**src/rtl/noc_port_arbiter.sv**
```systemverilog
// -----------------------------------------------------------------------------
// noc_port_arbiter
//
// Round-robin arbiter sharing one NoC output channel between N requesters.
// Packets are granted atomically: once a requester wins, it owns the channel
// from its first beat until its tail beat has been accepted. A one-entry
// registered output stage drives the shared channel.
//
// Optional feature macro: NOC_ARB_WATCHDOG_EN
//   When defined, a watchdog releases the grant of an owner that stops sending
//   beats mid-packet for TIMEOUT cycles, and raises a sticky err_timeout.
//   When undefined, err_timeout is tied 0 and a starving owner keeps the grant.
//
// Parameters:
//   N        number of requesters (2..8)
//   WIDTH    data bits per beat
//   TIMEOUT  watchdog limit in cycles (>= 2, watchdog build only)
//
// Ports:
//   CLK          clock, rising edge
//   _RESET       asynchronous active-low reset
//   req_valid    per-requester beat valid
//   req_data     per-requester beat data, requester i at [i*WIDTH +: WIDTH]
//   req_tail     per-requester last-beat marker
//   req_ready    per-requester beat accepted (combinational from state)
//   out_valid    shared channel beat valid (registered)
//   out_data     shared channel data (registered)
//   out_tail     shared channel last-beat marker (registered)
//   out_src      requester index owning the beat (registered)
//   out_ready    downstream accepts the beat
//   busy         arbiter holds a grant (LOCKED)
//   err_timeout  sticky watchdog flag
// -----------------------------------------------------------------------------
module noc_port_arbiter #(
   parameter int N       = 2,
   parameter int WIDTH   = 9,
   parameter int TIMEOUT = 64
) (
   input  logic                 CLK,
   input  logic                 _RESET,
   input  logic [N-1:0]         req_valid,
   input  logic [N*WIDTH-1:0]   req_data,
   input  logic [N-1:0]         req_tail,
   output logic [N-1:0]         req_ready,
   output logic                 out_valid,
   output logic [WIDTH-1:0]     out_data,
   output logic                 out_tail,
   output logic [$clog2(N)-1:0] out_src,
   input  logic                 out_ready,
   output logic                 busy,
   output logic                 err_timeout
);

   localparam int SW = $clog2(N);

   typedef enum logic [0:0] {
      ST_IDLE   = 1'b0,
      ST_LOCKED = 1'b1
   } state_t;

   state_t           state_q, state_d;
   logic [SW-1:0]    ptr_q, ptr_d;
   logic [SW-1:0]    owner_q, owner_d;
   logic             out_valid_q, out_valid_d;
   logic [WIDTH-1:0] out_data_q, out_data_d;
   logic             out_tail_q, out_tail_d;
   logic [SW-1:0]    out_src_q, out_src_d;

`ifdef NOC_ARB_WATCHDOG_EN
   localparam int CW = $clog2(TIMEOUT + 1);
   logic [CW-1:0]    wd_cnt_q, wd_cnt_d;
   logic             err_timeout_q, err_timeout_d;
`else
   // TIMEOUT only matters in the watchdog build.
   logic             unused_timeout_s;
   assign unused_timeout_s = (TIMEOUT >= 2);
`endif

   logic [SW-1:0]    winner_s;
   logic             any_valid_s;
   logic [SW-1:0]    owner_next_s;
   logic             own_valid_s;
   logic             own_tail_s;
   logic [WIDTH-1:0] own_data_s;
   logic             owner_ready_s;
   logic             accept_s;

   // Winner: first valid requester at or above ptr; if none, wrap to the lowest valid one.
   always_comb begin
      logic [SW-1:0] hi_idx;
      logic [SW-1:0] lo_idx;
      logic          hi_found;
      hi_idx   = ptr_q;
      lo_idx   = ptr_q;
      hi_found = 1'b0;
      for (int i = N - 1; i >= 0; i--) begin
         lo_idx   = req_valid[i] ? SW'(i) : lo_idx;
         hi_idx   = (req_valid[i] && (SW'(i) >= ptr_q)) ? SW'(i) : hi_idx;
         hi_found = hi_found | (req_valid[i] && (SW'(i) >= ptr_q));
      end
      winner_s    = hi_found ? hi_idx : lo_idx;
      any_valid_s = |req_valid;
   end

   // Select the current owner's request signals.
   always_comb begin
      own_valid_s = 1'b0;
      own_tail_s  = 1'b0;
      own_data_s  = '0;
      for (int i = 0; i < N; i++) begin
         own_valid_s = (SW'(i) == owner_q) ? req_valid[i]              : own_valid_s;
         own_tail_s  = (SW'(i) == owner_q) ? req_tail[i]               : own_tail_s;
         own_data_s  = (SW'(i) == owner_q) ? req_data[i*WIDTH +: WIDTH] : own_data_s;
      end
   end

   assign owner_next_s  = (owner_q == SW'(N - 1)) ? '0 : owner_q + 1'b1;
   // The output stage can take a beat when empty or draining this cycle.
   assign owner_ready_s = (state_q == ST_LOCKED) && (!out_valid_q || out_ready);
   assign accept_s      = owner_ready_s && own_valid_s;

   // Only the owner sees ready, and only while LOCKED.
   always_comb begin
      req_ready = '0;
      for (int i = 0; i < N; i++) begin
         req_ready[i] = (SW'(i) == owner_q) && owner_ready_s;
      end
   end

   // Next-state: grant FSM, output register and optional watchdog.
   always_comb begin
      state_d     = state_q;
      ptr_d       = ptr_q;
      owner_d     = owner_q;
      out_valid_d = out_valid_q;
      out_data_d  = out_data_q;
      out_tail_d  = out_tail_q;
      out_src_d   = out_src_q;
`ifdef NOC_ARB_WATCHDOG_EN
      wd_cnt_d      = wd_cnt_q;
      err_timeout_d = err_timeout_q;
`endif

      case (state_q)
         ST_IDLE: begin
            if (any_valid_s) begin
               state_d = ST_LOCKED;
               owner_d = winner_s;
            end else begin
               state_d = ST_IDLE;
            end
`ifdef NOC_ARB_WATCHDOG_EN
            wd_cnt_d = '0;
`endif
         end
         ST_LOCKED: begin
            if (accept_s && own_tail_s) begin
               state_d = ST_IDLE;
               ptr_d   = owner_next_s;
            end else begin
               state_d = ST_LOCKED;
            end
`ifdef NOC_ARB_WATCHDOG_EN
            // Count only cycles where the owner could send but does not.
            if (accept_s) begin
               wd_cnt_d = '0;
            end else if (owner_ready_s && !own_valid_s) begin
               if (wd_cnt_q == CW'(TIMEOUT - 1)) begin
                  state_d       = ST_IDLE;
                  ptr_d         = owner_next_s;
                  err_timeout_d = 1'b1;
                  wd_cnt_d      = '0;
               end else begin
                  wd_cnt_d = wd_cnt_q + 1'b1;
               end
            end else begin
               wd_cnt_d = wd_cnt_q;
            end
`endif
         end
         default: begin
            state_d = ST_IDLE;
         end
      endcase

      // A new beat overrides the drain, so back-to-back beats keep out_valid high.
      if (accept_s) begin
         out_valid_d = 1'b1;
         out_data_d  = own_data_s;
         out_tail_d  = own_tail_s;
         out_src_d   = owner_q;
      end else if (out_valid_q && out_ready) begin
         out_valid_d = 1'b0;
      end else begin
         out_valid_d = out_valid_q;
      end
   end

   // State registers; _RESET clears everything without waiting for an edge.
   always_ff @(posedge CLK or negedge _RESET) begin
      if (!_RESET) begin
         state_q     <= ST_IDLE;
         ptr_q       <= '0;
         owner_q     <= '0;
         out_valid_q <= 1'b0;
         out_data_q  <= '0;
         out_tail_q  <= 1'b0;
         out_src_q   <= '0;
`ifdef NOC_ARB_WATCHDOG_EN
         wd_cnt_q      <= '0;
         err_timeout_q <= 1'b0;
`endif
      end else begin
         state_q     <= state_d;
         ptr_q       <= ptr_d;
         owner_q     <= owner_d;
         out_valid_q <= out_valid_d;
         out_data_q  <= out_data_d;
         out_tail_q  <= out_tail_d;
         out_src_q   <= out_src_d;
`ifdef NOC_ARB_WATCHDOG_EN
         wd_cnt_q      <= wd_cnt_d;
         err_timeout_q <= err_timeout_d;
`endif
      end
   end

   assign out_valid = out_valid_q;
   assign out_data  = out_data_q;
   assign out_tail  = out_tail_q;
   assign out_src   = out_src_q;
   assign busy      = (state_q == ST_LOCKED);
`ifdef NOC_ARB_WATCHDOG_EN
   assign err_timeout = err_timeout_q;
`else
   assign err_timeout = 1'b0;
`endif

endmodule
```
**config.mk**
```make
export PLATFORM = sky130hd
export DESIGN_NAME = noc_port_arbiter
export DESIGN_NICKNAME = d
export VERILOG_FILES = /design/src/rtl/noc_port_arbiter.sv
export SDC_FILE = /design/constraint.sdc
export NUM_CORES = 1
export LEC_CHECK = 0
export ABC_AREA = 1
export BUFFER_PORTS_ARGS = -buffer_cell sky130_fd_sc_hd__buf_2
export CAP_MARGIN = 5
export CORE_UTILIZATION = 43
export DETAILED_ROUTE_END_ITERATION = 6
export PLACE_DENSITY = 0.77
export SLEW_MARGIN = 0
export SYNTH_ARGS = -nofsm -noshare
export SYNTH_HDL_FRONTEND = slang
export SYNTH_SLANG_ARGS = --single-unit
```
**constraint.sdc**
```tcl
create_clock -name CLK -period 1.1 [get_ports CLK]
set_input_delay 0.055 -clock CLK [delete_from_list [all_inputs] [get_ports CLK]]
set_output_delay 0.055 -clock CLK [all_outputs]
set_load 0.05 [all_outputs]
```
* Word-level counts from Yosys, hierarchy flattened
Index checks and enable logic that the tools add are counted.
Widths: inputs -> output; s select.
** Storage, ports and cells
- Bits in registers :: 15
- Logic and storage cells :: 41
** Cells by class
- Add/subtract/negate cells :: 1
- Magnitude comparators :: 2
- Mux-type cells :: 14
- Bitwise gates (word level) :: 3
- Reduce and logical (&&, ||, !) cells :: 14
** Operator list (number)
- $mux 1 :: 12
- $mux 9 :: 1
- $logic_and 1x1->1 :: 8
- $reduce_and 2->1 :: 2
- $ge 1x1->1 const A :: 2
- $not 1->1 :: 2
- $pmux 1 s2 :: 1
- $reduce_bool 2->1 :: 1
- $reduce_or 2->1 :: 1
- $add 1x1->1 const B :: 1
- $logic_not 1->1 :: 1
- $logic_or 1x1->1 :: 1
- $or 1x1->1 :: 1

* Depth between registers and ports, before layout
- Depth after elaboration :: 7
- Depth in mapped cells :: 7
- Depth with buffers taken out :: 6

* Worst setup path before layout
OpenSTA, ideal clock, no wires.
- Path kind :: register to output
- Start :: register state_q (netlist: busy)
- End :: output port req_ready[0]
- Data arrival time :: 1.701 ns
- Data required time :: 1.045 ns
- Setup slack :: -0.656 ns
- Stages on the path, launching flop included :: 5
- Path buffers :: 0
- Cells stage by stage :: dfrtp_1 -> inv_1 -> a21oi_4 -> inv_1 -> nor2_1
** Between the ends
- Cells in the longest elaborated chain, start to end :: 2
** Ends and longest elaborated chain
- start: declaration :: line 61 : state_t state_q, state_d;
- start signal: assignment :: line 214 : state_q <= state_d;
- $logic_and 1x1->1 :: line 119 : assign owner_ready_s = (state_q == ST_LOCKED) && (!out_valid_q || out_ready);
- $logic_and 1x1->1 :: line 126 : req_ready[i] = (SW'(i) == owner_q) && owner_ready_s;
- end: declaration :: line 44 : output logic [N-1:0] req_ready,
Every way passes these cells.

* Worst setup path in the final report
- Start :: register out_valid_q (netlist: out_valid)
- End :: output port req_ready[0]
** Between the ends
- Cells in the longest elaborated chain, start to end :: 4
** Ends and longest elaborated chain
- start: declaration :: line 64 : logic out_valid_q, out_valid_d;
- start signal: assignment :: line 217 : out_valid_q <= out_valid_d;
- $logic_not 1->1 :: line 119
- $logic_or 1x1->1 :: line 119
- $logic_and 1x1->1 :: line 119
- $logic_and 1x1->1 :: line 126
Every way passes these cells.

==> summary.md <==
| Metric | Value |
|---|---|
| Synth top area cells | dfrtp_1 48%, nand2_1 12%, o21ai_0 5.8% |
| FP Rows | 14 |
| Final worst slack | -0.131 ns |
| Number of diodes | 0 |
| DRT Wirelength | 1930 um |
| CP max-delay cell | dfrtp_2 |
| Skew-Pair Late Insertion Delay | 0.28 ns |
| GRT overflow | 0 |
| CTS tree | done |
| Failing checks | negative setup slack |
| Sum of buffers and inverters on the critical path | 2 |
| Worst min path class | input pin to register |
| # placed instances | 154 |
| Syn Nets | 114 |
| Initial drt markers | 16 |
| First-pass GRT wire length | 3040 um |
| Via count | 771 |
| Setup TNS | -0.561 ns |
| Main synth FF type | dfrtp_1 |
| Placed Area | 1030 um^2 |
| Wire per inst | 11.8 um |
| Clk buf depth | 2 |
| Post-route insts no fill | 163 |
| Max Clock Freq | 813 MHz |
| Finished Core Util | 75.0% |
| Power Dens Cells | 3500 nW/um^2 |
| Post-synth EDFFs | 0 |
| Initial antenna violation count | 0 |
| Chip Width | 44.5 um |
| Crit path time final | 1.23 ns |
| # port buffers | 39 |
| CP peak stage delay | 0.43 ns |
| CP Data Arrival Time | 1.18 ns |
| # fillers | 118 |
| Vias in the first global route | 708 |
| Outcome | complete, but fails checks |
| Lkg Pwr | 0.613 nW |
| Share of layout cells above drive strength 1 | 56.8% |
| Critical path's top delay family | flip-flops |
| Startpoint types | register |
| GRT Util Overall | 22.1% |
| CTS H-tree lvls | 1 |
| Crit share post-route | 112% |
| Layout Skew | 0.00211 ns |
| Clk pin slew, worst setup/hold paths | 0.09 ns |
| ANT nets after route | 0 |
| Post-synth top area cell | dfrtp_1 |
| Required @ worst endpoint | 1.04 ns |
| Die area | 1980 um^2 |
| Count leader, synth | nand2_1 |
| GPL Wtd Cong | 0.810 |
| Top post-synthesis cells by count | 24 x nand2_1, 15 x dfrtp_1, 9 x o21ai_0 |
| I/O pins | 41 |
| Syn avg cell area | 8.73 um^2 |
| Yosys warning count | 0 |
| Fin. Hold Viols | 0 |
| Largest net degree at the start of global routing | 16 |
| Slew Limit Fails | 0 |
| Via/cell ratio | 4.73 |
| Synth unique cells | 21 |
| Setup violators final | 11 |
| Drt first pass iters | 4 |
| Cell Chain, Critical Path | a21oi_4 > inv_2 > nor2_4 > buf_6 |
| Die height | 44.5 um |
| Yosys reg bits | 15 |
| Core area | 1590 um^2 |
| CP Max Fanout | 2 |
| Critical path class | register to output port |
| Cell area after synthesis | 777 um^2 |
| CTS sink count | 15 |
| Crit. End Element | output port |
| CTS root buf | clkbuf_4 |
| Fraction of the yosys area taken by sequential cells | 48.3% |
| Max-cap violation count | 0 |
| Share of the synthesized area in the top cell type | 48.3% |
| Layout area overhead | 53.8% |
| DR DRC count | 0 |
| Fin nets | 165 |
| Starting Density | 48.7% |
| Gate Count Post-Synth | 89 |
| Max VDD drop | 2.07 mV |
| CTS buffer count | 3 |
| Design area | 1190 um^2 |
| Post-DP HPWL | 1240 um |
| Unrepaired setup endpoints after global routing | true |
| Post-synth ARST share | 100% |
==> flip-flops by register name, summed over array words and instances (netlist names) <==
signal     count
ptr_q          1
out_data       9
owner_q        1
out_valid      1
busy           1
out_src        1
out_tail       1
==> layout by cell type (no fill, tap or decap) <==
| master | count |
|---|---|
| nor2_1 | 1 |
| o21ai_1 | 6 |
| dfrtp_2 | 3 |
| nand2_8 | 3 |
| buf_4 | 5 |
| clkbuf_4 | 3 |
| buf_6 | 7 |
| or2_4 | 1 |
| nand2_2 | 4 |
| or2_1 | 6 |
| o21ai_2 | 8 |
| o21ai_0 | 7 |
| nor2_4 | 2 |
| clkbuf_1 | 1 |
| inv_2 | 3 |
| conb_1 | 1 |
| dfrtp_1 | 12 |
| nand3_1 | 1 |
| nand2_1 | 20 |
| inv_1 | 2 |
| nand4_1 | 1 |
| nand2_4 | 2 |
| or2_2 | 1 |
| buf_2 | 36 |
| dlygate4sd3_1 | 1 |
| or2_0 | 1 |
| a21oi_4 | 1 |
==> timing repair <==
item | CTS | global route
hold buffers | 1 | 0
setup endpoints to repair | 14 | 16
endpoints found under the hold margin | 15 | 0
cloned | 2 | 0
pin swaps | 5 | 0
gates resized for setup | 18 | 5
buffers inserted | 2 | 0
==> final cells by class <==
class                           count  area (um^2)  share of cell area [%]
Inverter                            5         18.8                    1.57
Multi-Input combinational cell     66          434                    36.3
Clock buffer                        4         26.3                    2.20
Sequential cell                    15          379                    31.7
Timing Repair Buffer               49          307                    25.7
Tap cell                           24         30.0                    2.51
==> tightest hold or removal path: stages <==
cell and delay, ns:
buf_2 0.08, o21ai_2 0.06, o21ai_2 0.10
==> kinds of logic (layout without fill, tap and decap cells) <==
family / Yosys count / count (layout) / share of synthesized area, %
DFF: 15 / 15 / 48.3
and+or+nand+nor: 41 / 43 / 24.8
buffers and inverters: 10 / 58 / 8.37
other: 1 / 1 / 0.483
AOI/OAI and AO/OA: 22 / 22 / 18.0
==> report_power, final <==
part	total (mW)	switching (mW)	internal (mW)
logic	2.87	1.92	0.948
clock network	0.315	0.174	0.141
registers	1.00	0.170	0.832
==> metal layers <==
metal	global-route usage [%]	vias to the layer above	share of wire, %
met5	0	-	0
met2	39.1	29	53
met1	25.6	349	40
li1	-	387	-
met3	2.45	6	3.9
met4	12.7	0	3.2
==> metrics by stage <==
| step | hold WS (ns) | total power [mW] | setup WS, ns |
|---|---|---|---|
| after global routing | 0.0402 | 4.43 | -0.171 |
| after CTS | 0.0467 | 4.14 | -0.131 |
| after floorplan | -0.241 | 2.90 | -0.134 |
| after global placement | -0.0274 | 3.38 | -0.0260 |
| after detailed placement | -0.0224 | 3.43 | -0.0436 |
| final | 0.0373 | 4.18 | -0.131 |
==> worst paths after layout <==
path	start	to	slack (ns)	depth (start not counted)
setup / recovery	out_valid$_DFFE_PN0P_	req_ready[0]	-0.13	4
hold / removal	req_data[10]	out_data[1]$_DFFE_PN0P_	0.04	3
setup reg to reg	out_valid$_DFFE_PN0P_	busy$_DFF_PN0_	-0.08	5
hold reg to reg	out_src$_DFFE_PN0P_	out_src$_DFFE_PN0P_	0.48	2
max in group asynchronous	_RESET	owner_q$_DFFE_PN0P_	0.64	2
min in group asynchronous	_RESET	out_data[8]$_DFFE_PN0P_	0.19	2
No activity file was read; power rests on OpenSTA's default activity.
